[config.mk]
export PLATFORM = sky130hd
export DESIGN_NAME = bin_clock_led_shifter_flat
export DESIGN_NICKNAME = d
export VERILOG_FILES = /design/src/rtl/bin_clock_led_shifter_if.sv /design/src/rtl/bin_clock_led_shifter.sv /design/src/flat_wrapper.sv
export SDC_FILE = /design/constraint.sdc
export NUM_CORES = 1
export LEC_CHECK = 0
export BUFFER_PORTS_ARGS = -buffer_cell sky130_fd_sc_hd__clkbuf_2
export CAP_MARGIN = 20
export CORE_AREA = 4 4 61 63
export DETAILED_ROUTE_END_ITERATION = 8
export DIE_AREA = 0 0 65 67
export GPL_ROUTABILITY_DRIVEN = 0
export PLACE_DENSITY = 0.82
export SLEW_MARGIN = 20
export SYNTH_ARGS = -nofsm -noshare
export SYNTH_HDL_FRONTEND = slang
export SYNTH_SLANG_ARGS = --single-unit
[constraint.sdc]
create_clock -name clk_i -period 3.3 [get_ports clk_i]
set_input_delay 0.33 -clock clk_i [delete_from_list [all_inputs] [get_ports clk_i]]
set_output_delay 0.33 -clock clk_i [all_outputs]
set_load 0.05 [all_outputs]
[src/rtl/bin_clock_led_shifter_if.sv]
// Time-value / serial-display bundle for bin_clock_led_shifter.
// Signal names keep the shifter's point of view: _i flows into the shifter and _o flows out of it.
// master = clock core / pin side, slave = the shifter itself.
interface bin_clock_led_shifter_if;
    logic [3:0] hour_i;
    logic [5:0] minute_i;
    logic [5:0] seconds_i;
    logic       update_i;
    logic       busy_o;
    logic       sclk_o;
    logic       sdata_o;
    logic       latch_o;
    logic       done_o;

    modport master (
        output hour_i, minute_i, seconds_i, update_i,
        input  busy_o, sclk_o, sdata_o, latch_o, done_o
    );

    modport slave (
        input  hour_i, minute_i, seconds_i, update_i,
        output busy_o, sclk_o, sdata_o, latch_o, done_o
    );
endinterface

[src/rtl/bin_clock_led_shifter.sv]
// Serial display transmitter for the binary clock.
// Shifts {hour[3:0], minute[5:0], seconds[5:0]} MSB-first into a 74HC595-style chain.
// It then pulses the latch so that every LED updates at the same time.
// A request made while a frame is in flight is merged into a single pending flag.
// That pending frame starts directly from DONE, with no idle gap.
// Optional macro BIN_CLOCK_PARITY_EN appends one even-parity bit after seconds[0].
// With the macro, a frame is 17 bits long.
// CLK_DIV: system clocks per sclk half-period, legal range 1..255.
module bin_clock_led_shifter #(
    parameter int unsigned CLK_DIV = 4
) (
    input  logic                   clk_i,
    input  logic                   rstn_i,
    bin_clock_led_shifter_if.slave bus
);

    localparam int unsigned FRAME_BITS = 16;
`ifdef BIN_CLOCK_PARITY_EN
    localparam int unsigned NUM_BITS = FRAME_BITS + 1;
`else
    localparam int unsigned NUM_BITS = FRAME_BITS;
`endif
    localparam logic [7:0] DIV_LAST = 8'(CLK_DIV - 1);
    localparam logic [4:0] BIT_LAST = 5'(NUM_BITS - 1);

    typedef enum logic [2:0] {
        StIdle,
        StShiftLo,
        StShiftHi,
        StLatch,
        StDone
    } state_e;

    state_e                state_q, state_d;
    logic [7:0]            div_q, div_d;
    logic [4:0]            bit_q, bit_d;
    logic [NUM_BITS-1:0]   shreg_q, shreg_d;
    logic                  pending_q, pending_d;
    logic                  busy_q, busy_d;
    logic                  sclk_q, sclk_d;
    logic                  sdata_q, sdata_d;
    logic                  latch_q, latch_d;
    logic                  done_q, done_d;

    logic [FRAME_BITS-1:0] frame_data;
    logic [NUM_BITS-1:0]   frame_word;
    logic                  phase_end;

    assign frame_data = {bus.hour_i, bus.minute_i, bus.seconds_i};
`ifdef BIN_CLOCK_PARITY_EN
    assign frame_word = {frame_data, ^frame_data};
`else
    assign frame_word = frame_data;
`endif

    assign phase_end = (div_q == DIV_LAST);

    // Next-state logic: phase timing, bit sequencing and merging of pending requests.
    always_comb begin
        state_d   = state_q;
        div_d     = div_q;
        bit_d     = bit_q;
        shreg_d   = shreg_q;
        pending_d = pending_q;

        // Requests that arrive mid-frame collapse into one flag; DONE consumes it below.
        if (bus.update_i && (state_q inside {StShiftLo, StShiftHi, StLatch})) begin
            pending_d = 1'b1;
        end

        unique case (state_q)
            StIdle: begin
                if (bus.update_i) begin
                    state_d = StShiftLo;
                    shreg_d = frame_word;
                    bit_d   = BIT_LAST;
                    div_d   = 8'd0;
                end
            end
            StShiftLo: begin
                if (phase_end) begin
                    state_d = StShiftHi;
                    div_d   = 8'd0;
                end else begin
                    div_d = div_q + 8'd1;
                end
            end
            StShiftHi: begin
                if (phase_end) begin
                    div_d = 8'd0;
                    if (bit_q == 5'd0) begin
                        state_d = StLatch;
                    end else begin
                        state_d = StShiftLo;
                        shreg_d = {shreg_q[NUM_BITS-2:0], 1'b0};
                        bit_d   = bit_q - 5'd1;
                    end
                end else begin
                    div_d = div_q + 8'd1;
                end
            end
            StLatch: begin
                if (phase_end) begin
                    state_d = StDone;
                    div_d   = 8'd0;
                end else begin
                    div_d = div_q + 8'd1;
                end
            end
            StDone: begin
                pending_d = 1'b0;
                // A request on this edge counts as pending: restart with no idle gap.
                if (pending_q || bus.update_i) begin
                    state_d = StShiftLo;
                    shreg_d = frame_word;
                    bit_d   = BIT_LAST;
                    div_d   = 8'd0;
                end else begin
                    state_d = StIdle;
                end
            end
            default: begin
                state_d = StIdle;
            end
        endcase
    end

    // Output decode from the next state, so that every pin comes straight from a flop.
    always_comb begin
        busy_d  = (state_d != StIdle);
        sclk_d  = (state_d == StShiftHi);
        sdata_d = 1'b0;
        if ((state_d == StShiftLo) || (state_d == StShiftHi)) begin
            sdata_d = shreg_d[NUM_BITS-1];
        end
        latch_d = (state_d == StLatch);
        done_d  = (state_d == StDone);
    end

    // State and output registers; reset drops every pin immediately and emits no latch pulse.
    always_ff @(posedge clk_i or negedge rstn_i) begin
        if (!rstn_i) begin
            state_q   <= StIdle;
            div_q     <= 8'd0;
            bit_q     <= 5'd0;
            shreg_q   <= '0;
            pending_q <= 1'b0;
            busy_q    <= 1'b0;
            sclk_q    <= 1'b0;
            sdata_q   <= 1'b0;
            latch_q   <= 1'b0;
            done_q    <= 1'b0;
        end else begin
            state_q   <= state_d;
            div_q     <= div_d;
            bit_q     <= bit_d;
            shreg_q   <= shreg_d;
            pending_q <= pending_d;
            busy_q    <= busy_d;
            sclk_q    <= sclk_d;
            sdata_q   <= sdata_d;
            latch_q   <= latch_d;
            done_q    <= done_d;
        end
    end

    assign bus.busy_o  = busy_q;
    assign bus.sclk_o  = sclk_q;
    assign bus.sdata_o = sdata_q;
    assign bus.latch_o = latch_q;
    assign bus.done_o  = done_q;

endmodule

[src/flat_wrapper.sv]
// flat-port wrapper written by rule: the top's interface ports become plain ports
module bin_clock_led_shifter_flat 
#(
    parameter int unsigned CLK_DIV = 4
)
  (clk_i, rstn_i, bus_hour_i, bus_minute_i, bus_seconds_i, bus_update_i, bus_busy_o, bus_sclk_o, bus_sdata_o, bus_latch_o, bus_done_o);
  bin_clock_led_shifter_if bus_i ();
  input  logic clk_i;
  input  logic rstn_i;
  input wire logic [$bits(bus_i.hour_i)-1:0] bus_hour_i;
  input wire logic [$bits(bus_i.minute_i)-1:0] bus_minute_i;
  input wire logic [$bits(bus_i.seconds_i)-1:0] bus_seconds_i;
  input wire logic [$bits(bus_i.update_i)-1:0] bus_update_i;
  output wire logic [$bits(bus_i.busy_o)-1:0] bus_busy_o;
  output wire logic [$bits(bus_i.sclk_o)-1:0] bus_sclk_o;
  output wire logic [$bits(bus_i.sdata_o)-1:0] bus_sdata_o;
  output wire logic [$bits(bus_i.latch_o)-1:0] bus_latch_o;
  output wire logic [$bits(bus_i.done_o)-1:0] bus_done_o;
  assign bus_i.hour_i = bus_hour_i;
  assign bus_i.minute_i = bus_minute_i;
  assign bus_i.seconds_i = bus_seconds_i;
  assign bus_i.update_i = bus_update_i;
  assign bus_busy_o = bus_i.busy_o;
  assign bus_sclk_o = bus_i.sclk_o;
  assign bus_sdata_o = bus_i.sdata_o;
  assign bus_latch_o = bus_i.latch_o;
  assign bus_done_o = bus_i.done_o;
  bin_clock_led_shifter #(.CLK_DIV(CLK_DIV)) u_core (.clk_i(clk_i), .rstn_i(rstn_i), .bus(bus_i));
endmodule
# Yosys cells after proc, flatten, opt, wreduce, memory -nomap -nowiden
# Index checks and enable logic that the tools add are counted.
# W data, S select, Z words.
[op_classes]
n_addsub = 2
n_eq_ne = 13
mux = 24
n_reduce_logical = 13
[op_table]
columns = ["operator", "n"]
rows = [
  ["$mux W16", 4],
  ["$pmux W16 S3", 1],
  ["$mux W8", 3],
  ["$pmux W8 S3", 1],
  ["$mux W5", 4],
  ["$pmux W3 S5", 1],
  ["$pmux W5 S3", 1],
  ["$eq A3 B2 Y1 const B", 4],
  ["$mux W3", 4],
  ["$reduce_bool A3 Y1", 4],
  ["$add A8 B1 Y8 const B", 1],
  ["$eq A8 B2 Y1 const B", 1],
  ["$eq A3 B1 Y1 const B", 2],
  ["$eq A3 B3 Y1 const B", 2],
  ["$logic_not A5 Y1", 1],
  ["$reduce_and A5 Y1", 1],
  ["$sub A5 B1 Y5 const B", 1],
  ["$mux W1", 4],
  ["$ne A2 B1 Y1 const B", 2],
  ["$ne A2 B2 Y1 const B", 2],
  ["$logic_not A3 Y1", 1],
  ["$reduce_and A3 Y1", 1],
  ["$reduce_or A3 Y1", 1],
  ["$logic_or A1 B1 Y1", 2],
  ["other kinds (3)", 3],
]
[word_totals]
regBits = 38
input_bits = 19
word_cells = 63

# Longest topological paths before layout
# Gate-level depths: netlist (run 1).
[logic_depth]
ltp_word = 7
ltp_mapped = 8

# Least setup slack after synthesis (run 1)
# OpenSTA, ideal clock, no wires.
[synth_path]
kind = "register -> register"
start = "reg u_core.div_q[0]"
end = "reg u_core.shreg_q[10]"
setup_ps = 118
t_arrival_ps = 1743
path_slack_ps = 1439
stages_incl_launch_ff = 8
synth_period_minus_slack_ps = 1861
path_cell_list = "dfrtp_1 -> ha_1 -> nor4b_2 -> and4bb_1 -> buf_4 -> nor2_1 -> buf_2 -> a21o_1"
[synth_via]
elab_chain_len = 3
[synth_rtl]
columns = ["item", "line", "text"]
rows = [
  ["from (decl)", "bin_clock_led_shifter.sv:35", "logic [7:0] div_q, div_d;"],
  ["from (signal assigned)", "bin_clock_led_shifter.sv:155", "div_q <= div_d;"],
  ["$eq A8 B2 Y1", "bin_clock_led_shifter.sv:56", "assign phase_end = (div_q == DIV_LAST);"],
  ["$ne A2 B1 Y1 (no line)", "-", ""],
  ["$reduce_and A5 Y1 (no line)", "-", ""],
  ["to (signal assigned)", "bin_clock_led_shifter.sv:157", "shreg_q <= shreg_d;"],
  ["to (decl)", "bin_clock_led_shifter.sv:37", "logic [NUM_BITS-1:0] shreg_q, shreg_d;"],
]
# No other way between the ends.
# A chain may end at the register's enable or synchronous reset.

# Worst setup path after layout (run 1)
[layout_path]
start = "reg u_core.bit_q[0]"
end = "reg u_core.shreg_q[8]"
[layout_via]
elab_chain_len = 3
[layout_rtl]
columns = ["item", "line", "text"]
rows = [
  ["from (decl)", "bin_clock_led_shifter.sv:36", "logic [4:0] bit_q, bit_d;"],
  ["from (signal assigned)", "bin_clock_led_shifter.sv:156", "bit_q <= bit_d;"],
  ["$logic_not A5 Y1", "bin_clock_led_shifter.sv:91", "if (bit_q == 5'd0) begin"],
  ["$ne A2 B2 Y1 (no line)", "-", ""],
  ["$reduce_and A5 Y1 (no line)", "-", ""],
]
# No other way between the ends.

==> qor.log, run 1 <==
[route] number of design-rule violations left by the first detailed-router iteration 151
[run_status] outcome finished clean
[synthesis] Main synth FF type sky130_fd_sc_hd__dfrtp_1
[clock_tree] CTS tree built
[floorplanning] Boundary Pins 24
[power] standby leakage power 1.06 nW
[critical_path] sort of element at the end of the critical path flip-flop
[sta] post-layout minimum cycle time 2.44 ns
[floorplanning] Die Ht 67 um
[power] cell-internal power 569 uW
[clock_tree] post-CTS setup repair buffer count 0
[power] maximum vdd ir drop 0.190 mV
[grt] maximum number of pins on one net before global-route repair 39
[clock_tree] post-cts gate resize count 0
[floorplanning] number of cell rows 21
[synthesis] number of library cell types mapped by synthesis 41
[sta] period utilization 73.9%
[critical_path] arrival time worst endpoint 2.72 ns
[sta] Max Freq 410 MHz
[synthesis] Syn Area/Cell 10.7 um2
[critical_path] Critical path destination u_core.shreg_q[8]
[clock_tree] clock slew at the register clock pins of the worst setup and hold paths 0.11 ns
[cells_and_area] final core utilization 62.5%
[synthesis] number of warnings reported in the yosys synthesis log 0
[run] maxcap violations 0
[power] sw frac 21.2%
[floorplanning] Horiz. Die Dim 65 um
[sta] number of slew-limit violations in the final report 0
[synthesis] proportion of register bits with asynchronous set or reset after synthesis 100%
[route] Vias per Instance 6.12
[critical_path] category of the most critical setup path reg -> reg
[grt] vias in the first global route 1400
[sta] number of hold-slack violations in the final timing report 0
[cells_and_area] # diodes 0
[power] part of the power in combinational logic 2.8%
[critical_path] Crit path buffers/inverters 1
[floorplanning] Die Outline Area 0.00436 mm2
[grt] overall routing resource usage 18.9%
[clock_tree] latest clock arrival within the worst-skew pair 0.34 ns
[grt] initial antenna violation count 0
[floorplanning] initial core utilization 56.2%
[floorplanning] core area 0.00323 mm2
[critical_path] maximum net fanout on the critical path 14
[critical_path] worst path cell trace inv_1 -> ha_1 -> nor4b_1 -> and4bb_1 -> nor2_1 -> a21o_1
[route] total wirelength of the detailed-routed design 3770 um
[route] Post-route DRC 0
[sta] clk_skew 0.0110 ns
[critical_path] critical path's slowest cell sky130_fd_sc_hd__nor2_1
[critical_path] required arrival time at the worst endpoint 3.58 ns
[critical_path] launching element type of the critical path flip-flop
[hold_path] Min-Delay Path Class in -> async
[grt] leftover overflow at the end of global routing 0
[clock_tree] H-tree depth reported by CTS 2
[power] power density cells 358 mW/mm2
[synthesis] area fraction of the dominant cell type after synthesis 52.3%
[sta] transition at the pin with the smallest max-transition slack 0.915 ns
[critical_path] Worst path depth 6
[critical_path] family with the most delay on the worst path simple AND/OR/NAND/NOR gates
[grt] wire length of the first global-routing pass 6240 um
[sta] Total Negative Setup Slacks 0 ns
[synthesis] post-synthesis net count 191
[critical_path] launch instance of the worst register-to-register path u_core.bit_q[0]
[critical_path] FF-to-FF setup slack 0.86 ns
[route] routed length per placed instance 15.8 um
[synthesis] top cells by count, synth sky130_fd_sc_hd__dfrtp_1, sky130_fd_sc_hd__a22o_1, sky130_fd_sc_hd__a21o_1
[route] number of nets with antenna violations after routing 0
[critical_path] delay of the slowest cell on the worst path 0.71 ns
[critical_path] crit path launch u_core.bit_q[0]
[route] first-pass detailed-route iteration total 4
[cells_and_area] synthesis-to-layout area growth 11.2%
[route] total number of vias 1463
[power] Net Sw Power 153 uW
[power] overall power of the completed layout 722 uW
[critical_path] r2r worst-path depth 6
[sta] tightest hold margin 0.0972 ns
[sta] Max-slew headroom 39.0%
[clock_tree] Root Buffer sky130_fd_sc_hd__clkbuf_4
[synthesis] Post-Syn Area 0.00182 mm2
[clock_tree] CTS sink count 38
[power] proportion of power drawn by flip-flops and latches 64.4%
[power] clock network power share 32.8%
[cells_and_area] ratio of cells with drive above 1 in the final layout 18.1%
[synthesis] EDFF count, synth 0
[cells_and_area] number of nets in the final layout 216
[placement] count of buffers inserted at the top-level ports 23
[critical_path] destination of the worst register-to-register timing path u_core.shreg_q[8]
[placement] Detail Placement HPWL 2660 um
[sta] RSZ-0062 raised after global routing false
[synthesis] gate count of the mapped netlist 169
[synthesis] leading cell type by number of instances after synthesis sky130_fd_sc_hd__dfrtp_1
[synthesis] biggest area contributors in the synthesized netlist sky130_fd_sc_hd__dfrtp_1, sky130_fd_sc_hd__a22o_1, sky130_fd_sc_hd__a21o_1
[clock_tree] hold buffers post-CTS 0
[synthesis] register bit total from synthesis 38
[clock_tree] buffer levels on the longest clock path 2
[synthesis] sequential-to-total area share from yosys stat 52.3%
[clock_tree] total clock buffers created by CTS 5
[sta] number of endpoints failing setup at the final stage 0
[synthesis] cell taking the most area after synthesis sky130_fd_sc_hd__dfrtp_1
cell type report:
cell class                      count  area (um2)
Timing Repair Buffer               27         145
Clock buffer                        6        51.3
Sequential cell                    38         951
Fill cell                         266        1210
Inverter                            5        18.8
Tap cell                           46        57.6
Multi-Input combinational cell    117         796
cells in the final DEF, fill, tap and decap left out, types with 2 or more instances in the layout:
cell type and count:
sky130_fd_sc_hd__a21oi_1 11, sky130_fd_sc_hd__o21ai_0 2, sky130_fd_sc_hd__nand2_1 10, sky130_fd_sc_hd__buf_4 4
sky130_fd_sc_hd__clkbuf_2 23, sky130_fd_sc_hd__clkbuf_4 5, sky130_fd_sc_hd__a31oi_1 5, sky130_fd_sc_hd__nor2_1 9
sky130_fd_sc_hd__mux2i_1 3, sky130_fd_sc_hd__inv_1 4, sky130_fd_sc_hd__a22o_1 16, sky130_fd_sc_hd__nor3_1 4
sky130_fd_sc_hd__nand3_1 5, sky130_fd_sc_hd__and3_1 5, sky130_fd_sc_hd__nor3b_1 4, sky130_fd_sc_hd__ha_1 3
sky130_fd_sc_hd__a211o_1 2, sky130_fd_sc_hd__dfrtp_1 38, sky130_fd_sc_hd__o21ai_1 4, sky130_fd_sc_hd__a21o_1 15
worst min-delay path by stage:
stage / from / cells past startpoint / slack [ns] / endpoint
finish: rstn_i / 1 / 0.1 / u_core.div_q[4]
global route: rstn_i / 1 / 0.17 / u_core.div_q[4]
CTS: rstn_i / 1 / 0.13 / u_core.bus.busy_o
detailed placement: u_core.shreg_q[14] / 1 / 0.46 / u_core.shreg_q[14]
global placement: u_core.shreg_q[14] / 1 / 0.45 / u_core.shreg_q[14]
floorplan: rstn_i / 0 / 0.03 / u_core.bit_q[0]
cells by family after synthesis:
| group | Yosys count | synth area share (%) |
|---|---|---|
| flops | 38 | 52.3 |
| compound gates | 59 | 23.1 |
| simple gates | 51 | 16.5 |
| mux | 3 | 1.65 |
| xor+xnor | 1 | 0.482 |
| buf+inv | 14 | 3.86 |
| fa+ha+maj | 3 | 2.07 |
flip-flops by register name, summed over array words and instances (netlist names):
name	flops
u_core.bus.sdata_o	1
u_core.shreg_q	16
u_core.bus.done_o	1
u_core.bit_q	5
u_core.bus.latch_o	1
u_core.div_q	8
u_core.pending_q	1
u_core.state_q	3
u_core.bus.sclk_o	1
u_core.bus.busy_o	1
metrics by stage:
step	instance area [um2]	cells	setup slack, ns
after global routing	2020	239	0.590
after floorplan	1820	169	1.44
after CTS	2020	239	0.883
after detailed placement	1970	233	0.910
final	2020	239	0.862
after global placement	1970	233	1.02
power by group through the flow:
stage	combinational (mW)	sequential, mW	clock [mW]
2_1_floorplan	0.000942	0.475	0
3_3_place_gp	0.0200	0.474	0
3_5_place_dp	0.0209	0.474	0
4_1_cts	0.0211	0.465	0.242
5_1_grt	0.0235	0.466	0.263
6_report	0.0204	0.465	0.237
routing by layer:
metal  GRT usage, %  routed length [um]  vias up
li1               -                   -      677
met1           22.6                1570      719
met2           32.2                1920       57
met3           5.56                 207       10
met4           6.60                  73        0
met5              0                   0        -
Power figures use the tool's default switching activity.
==> run 2: changes to the inputs <==
Settings changed: ABC_AREA set to 1, CORE_AREA 4 4 61 63 to 4 4 63 65, DIE_AREA 0 0 65 67 to 0 0 67 69, PLACE_DENSITY 0.82 to 0.79.
Clock period 3.3 ns to 2.5 ns, I/O delays scaled along.
==> run 2 against run 1 <==
- final cell count is 25% higher
- non-clock buffer count is 4 lower
- global-route usage is 1.2 points lower
- clock-buffer cell count is 1 higher
- via count is 1.3% higher
- utilization is 0.47 points lower
- sequential power is 32% higher
- clock skew is 0.0056 ns lower
- combinational power is 24% higher
- register-to-register slack worse by 0.16 ns
- setup slack worse by 0.16 ns
- total power is 28% higher
- largest power group unchanged
==> qor.log, run 2 <==
[sta] Max Freq 557 MHz [was 410 MHz]
[route] first-pass detailed-route iteration total 4 [unchanged]
[floorplanning] core area 0.00334 mm2 [was 0.00323 mm2]
[synthesis] post-synthesis net count 247 [was 191]
[placement] Detail Placement HPWL 2630 um [was 2660 um]
[cells_and_area] number of nets in the final layout 274 [was 216]
[synthesis] top cells by count, synth sky130_fd_sc_hd__nand2_1, sky130_fd_sc_hd__dfrtp_1, sky130_fd_sc_hd__nand3_1 [was sky130_fd_sc_hd__dfrtp_1, sky130_fd_sc_hd__a22o_1, sky130_fd_sc_hd__a21o_1]
[synthesis] biggest area contributors in the synthesized netlist sky130_fd_sc_hd__dfrtp_1, sky130_fd_sc_hd__nand2_1, sky130_fd_sc_hd__nand3_1 [was sky130_fd_sc_hd__dfrtp_1, sky130_fd_sc_hd__a22o_1, sky130_fd_sc_hd__a21o_1]
[clock_tree] clock slew at the register clock pins of the worst setup and hold paths 0.10 ns [was 0.11 ns]
[sta] clk_skew 0.00542 ns [was 0.0110 ns]
[synthesis] cell taking the most area after synthesis sky130_fd_sc_hd__dfrtp_1 [unchanged]
[route] total number of vias 1482 [was 1463]
[cells_and_area] synthesis-to-layout area growth 10.3% [was 11.2%]
[sta] number of slew-limit violations in the final report 0 [unchanged]
[critical_path] FF-to-FF setup slack 0.71 ns [was 0.86 ns]
[grt] maximum number of pins on one net before global-route repair 39 [unchanged]
[sta] number of hold-slack violations in the final timing report 0 [unchanged]
[power] overall power of the completed layout 923 uW [was 722 uW]
[power] standby leakage power 1.02 nW [was 1.06 nW]
[floorplanning] Horiz. Die Dim 67 um [was 65 um]
[cells_and_area] final core utilization 62.0% [was 62.5%]
[synthesis] gate count of the mapped netlist 225 [was 169]
[run_status] outcome finished clean [unchanged]
[route] Vias per Instance 4.97 [was 6.12]
[placement] DP Cell Count 291 [was 233]
[cells_and_area] most frequent cells in the layout sky130_fd_sc_hd__nand2_1, sky130_fd_sc_hd__dfrtp_1, sky130_fd_sc_hd__nand3_1 [was sky130_fd_sc_hd__dfrtp_1, sky130_fd_sc_hd__clkbuf_2, sky130_fd_sc_hd__a22o_1]
[run] maxcap violations 0 [unchanged]
[route] routed length per placed instance 11.9 um [was 15.8 um]
[cells_and_area] # diodes 0 [unchanged]
[grt] initial antenna violation count 0 [unchanged]
[floorplanning] number of cell rows 21 [unchanged]
[placement] count of buffers inserted at the top-level ports 23 [unchanged]
[cells_and_area] non-filler cells in the finished layout 298 [was 239]
[clock_tree] Root Buffer sky130_fd_sc_hd__clkbuf_4 [unchanged]
[clock_tree] CTS tree built [unchanged]
[floorplanning] Die Ht 69 um [was 67 um]
[sta] Max-slew headroom 39.0% [about the same]
[clock_tree] latest clock arrival within the worst-skew pair 0.33 ns [was 0.34 ns]
[clock_tree] post-cts gate resize count 0 [unchanged]
[critical_path] sort of element at the end of the critical path flip-flop [unchanged]
[clock_tree] buffer levels on the longest clock path 2 [unchanged]
[clock_tree] post-CTS setup repair buffer count 0 [unchanged]
[synthesis] register bit total from synthesis 38 [unchanged]
[power] power density cells 446 mW/mm2 [was 358 mW/mm2]
[synthesis] proportion of register bits with asynchronous set or reset after synthesis 100% [unchanged]
[sta] post-layout minimum cycle time 1.79 ns [was 2.44 ns]
[floorplanning] Boundary Pins 24 [unchanged]
[floorplanning] initial core utilization 56.2% [about the same]
[floorplanning] Die Outline Area 0.00462 mm2 [was 0.00436 mm2]
[grt] wire length of the first global-routing pass 6420 um [was 6240 um]
[synthesis] leading cell type by number of instances after synthesis sky130_fd_sc_hd__nand2_1 [was sky130_fd_sc_hd__dfrtp_1]
[critical_path] arrival time worst endpoint 2.01 ns [was 2.72 ns]
[critical_path] destination of the worst register-to-register timing path u_core.shreg_q[0] [was u_core.shreg_q[8]]
[route] number of design-rule violations left by the first detailed-router iteration 118 [was 151]
[sta] period utilization 71.8% [was 73.9%]
[synthesis] area fraction of the dominant cell type after synthesis 50.7% [was 52.3%]
[grt] leftover overflow at the end of global routing 0 [unchanged]
[critical_path] maximum net fanout on the critical path 13 [was 14]
[route] total wirelength of the detailed-routed design 3540 um [was 3770 um]
[route] Post-route DRC 0 [unchanged]
[critical_path] Critical path destination u_core.shreg_q[0] [was u_core.shreg_q[8]]
[synthesis] Post-Syn Area 0.00188 mm2 [was 0.00182 mm2]
[sta] RSZ-0062 raised after global routing false [unchanged]
[sta] number of endpoints failing setup at the final stage 0 [unchanged]
[critical_path] r2r worst-path depth 7 [was 6]
[synthesis] Syn Area/Cell 8.34 um2 [was 10.7 um2]
[critical_path] required arrival time at the worst endpoint 2.72 ns [was 3.58 ns]
[clock_tree] total clock buffers created by CTS 5 [unchanged]
[synthesis] number of warnings reported in the yosys synthesis log 0 [unchanged]
[synthesis] Main synth FF type sky130_fd_sc_hd__dfrtp_1 [unchanged]
[grt] vias in the first global route 1459 [was 1400]
[cells_and_area] largest register by flop count u_core.shreg_q [unchanged]
[hold_path] Min-Delay Path Class in -> async [unchanged]
[sta] Total Negative Setup Slacks 0 ns [unchanged]
[cells_and_area] ratio of cells with drive above 1 in the final layout 17.5% [was 18.1%]
[cells_and_area] most common cell after layout, fill and taps aside sky130_fd_sc_hd__nand2_1 [was sky130_fd_sc_hd__dfrtp_1]
[synthesis] number of library cell types mapped by synthesis 25 [was 41]
[clock_tree] H-tree depth reported by CTS 2 [unchanged]
[cells_and_area] largest registers u_core.shreg_q (16), u_core.div_q (8), u_core.bit_q (5) [unchanged]
[cells_and_area] number of flip-flops in the largest register 16 [unchanged]
[synthesis] EDFF count, synth 0 [unchanged]
[power] maximum vdd ir drop 0.412 mV [was 0.190 mV]
[clock_tree] hold buffers post-CTS 0 [unchanged]
[grt] overall routing resource usage 17.6% [was 18.9%]
[synthesis] sequential-to-total area share from yosys stat 50.7% [was 52.3%]
[critical_path] launch instance of the worst register-to-register path u_core.div_q[0] [was u_core.bit_q[0]]
[sta] transition at the pin with the smallest max-transition slack 0.916 ns [was 0.915 ns]
[route] number of nets with antenna violations after routing 0 [unchanged]
[critical_path] launching element type of the critical path flip-flop [unchanged]
[clock_tree] CTS sink count 38 [unchanged]
[critical_path] crit path launch u_core.div_q[0] [was u_core.bit_q[0]]
[critical_path] category of the most critical setup path reg -> reg [unchanged]
run 2: cell types whose count changed in the layout (fill, tap and decap cells not counted), moves of 9 or more:
cell                      previous run  this run
sky130_fd_sc_hd__a21o_1             15         0
sky130_fd_sc_hd__a22o_1             16         2
sky130_fd_sc_hd__inv_1               4        24
sky130_fd_sc_hd__nand2_1            10        61
sky130_fd_sc_hd__nand3_1             5        25
sky130_fd_sc_hd__nor2_1              9        22
sky130_fd_sc_hd__o21ai_0             2        11
run 2: how the worst min path moves through the flow:
| stage | start | endpoint | slack [ns] | cells past startpoint |
|---|---|---|---|---|
| 6_report | rstn_i | u_core.state_q[2] | 0.04 | 1 |
| 5_1_grt | rstn_i | u_core.bus.done_o | 0.10 | 1 |
| 3_3_place_gp | rstn_i | u_core.bus.done_o | 0.44 | 1 |
| 2_1_floorplan | rstn_i | u_core.bit_q[0] | -0.05 | 0 |
| 3_5_place_dp | rstn_i | u_core.shreg_q[5] | 0.43 | 1 |
| 4_1_cts | rstn_i | u_core.state_q[2] | 0.07 | 1 |
run 2: stage by stage:
stage | area [um2] | hold WS (ns) | setup WS [ns]
6_report | 2070 | 0.0386 | 0.706
5_1_grt | 2070 | 0.102 | 0.510
4_1_cts | 2070 | 0.0715 | 0.696
3_5_place_dp | 2020 | 0.429 | 0.725
3_3_place_gp | 2020 | 0.436 | 0.774
2_1_floorplan | 1880 | -0.0456 | 1.01
run 2: worst max-delay path: stages, from the launching register on:
cell	delay [ns]
sky130_fd_sc_hd__dfrtp_1	0.43
sky130_fd_sc_hd__ha_1	0.27
sky130_fd_sc_hd__nand3_4	0.12
sky130_fd_sc_hd__nor2_8	0.18
sky130_fd_sc_hd__nand3_4	0.13
sky130_fd_sc_hd__nand2_2	0.21
sky130_fd_sc_hd__inv_2	0.15
sky130_fd_sc_hd__a22o_1	0.21
run 2: layer usage:
metal,part of all wire (%),vias up,track usage [%]
li1,-,774,-
met1,49,683,24.8
met2,46,20,27.3
met3,3.5,5,4.38
met4,1.2,0,4.05
met5,0,-,0
run 2: power by group:
part / switching, mW / total, mW / internal, mW
Combinational: 0.0151 / 0.0252 / 0.0101
Sequential: 0 / 0.614 / 0.614
Clock: 0.177 / 0.283 / 0.106
run 2: kinds of logic (layout without fill, tap and decap cells):
logic type	Yosys count	in the layout	share of synthesized area (%)
AOI/OAI and AO/OA	27	27	9.01
buffers and inverters	33	60	7.27
DFF	38	38	50.7
adders and majority gates	3	3	2.00
xor gates and xnor gates	4	4	1.87
and+or+nand+nor	120	120	29.2
run 2: cell type report:
cell class                 instances  area (um2)
fill                             310        1270
sequential                        38         951
multi-input combinational        154         788
timing repair buffer              23         115
inverter                          30         113
tap                               46        57.6
clock buffer                       7        45.0
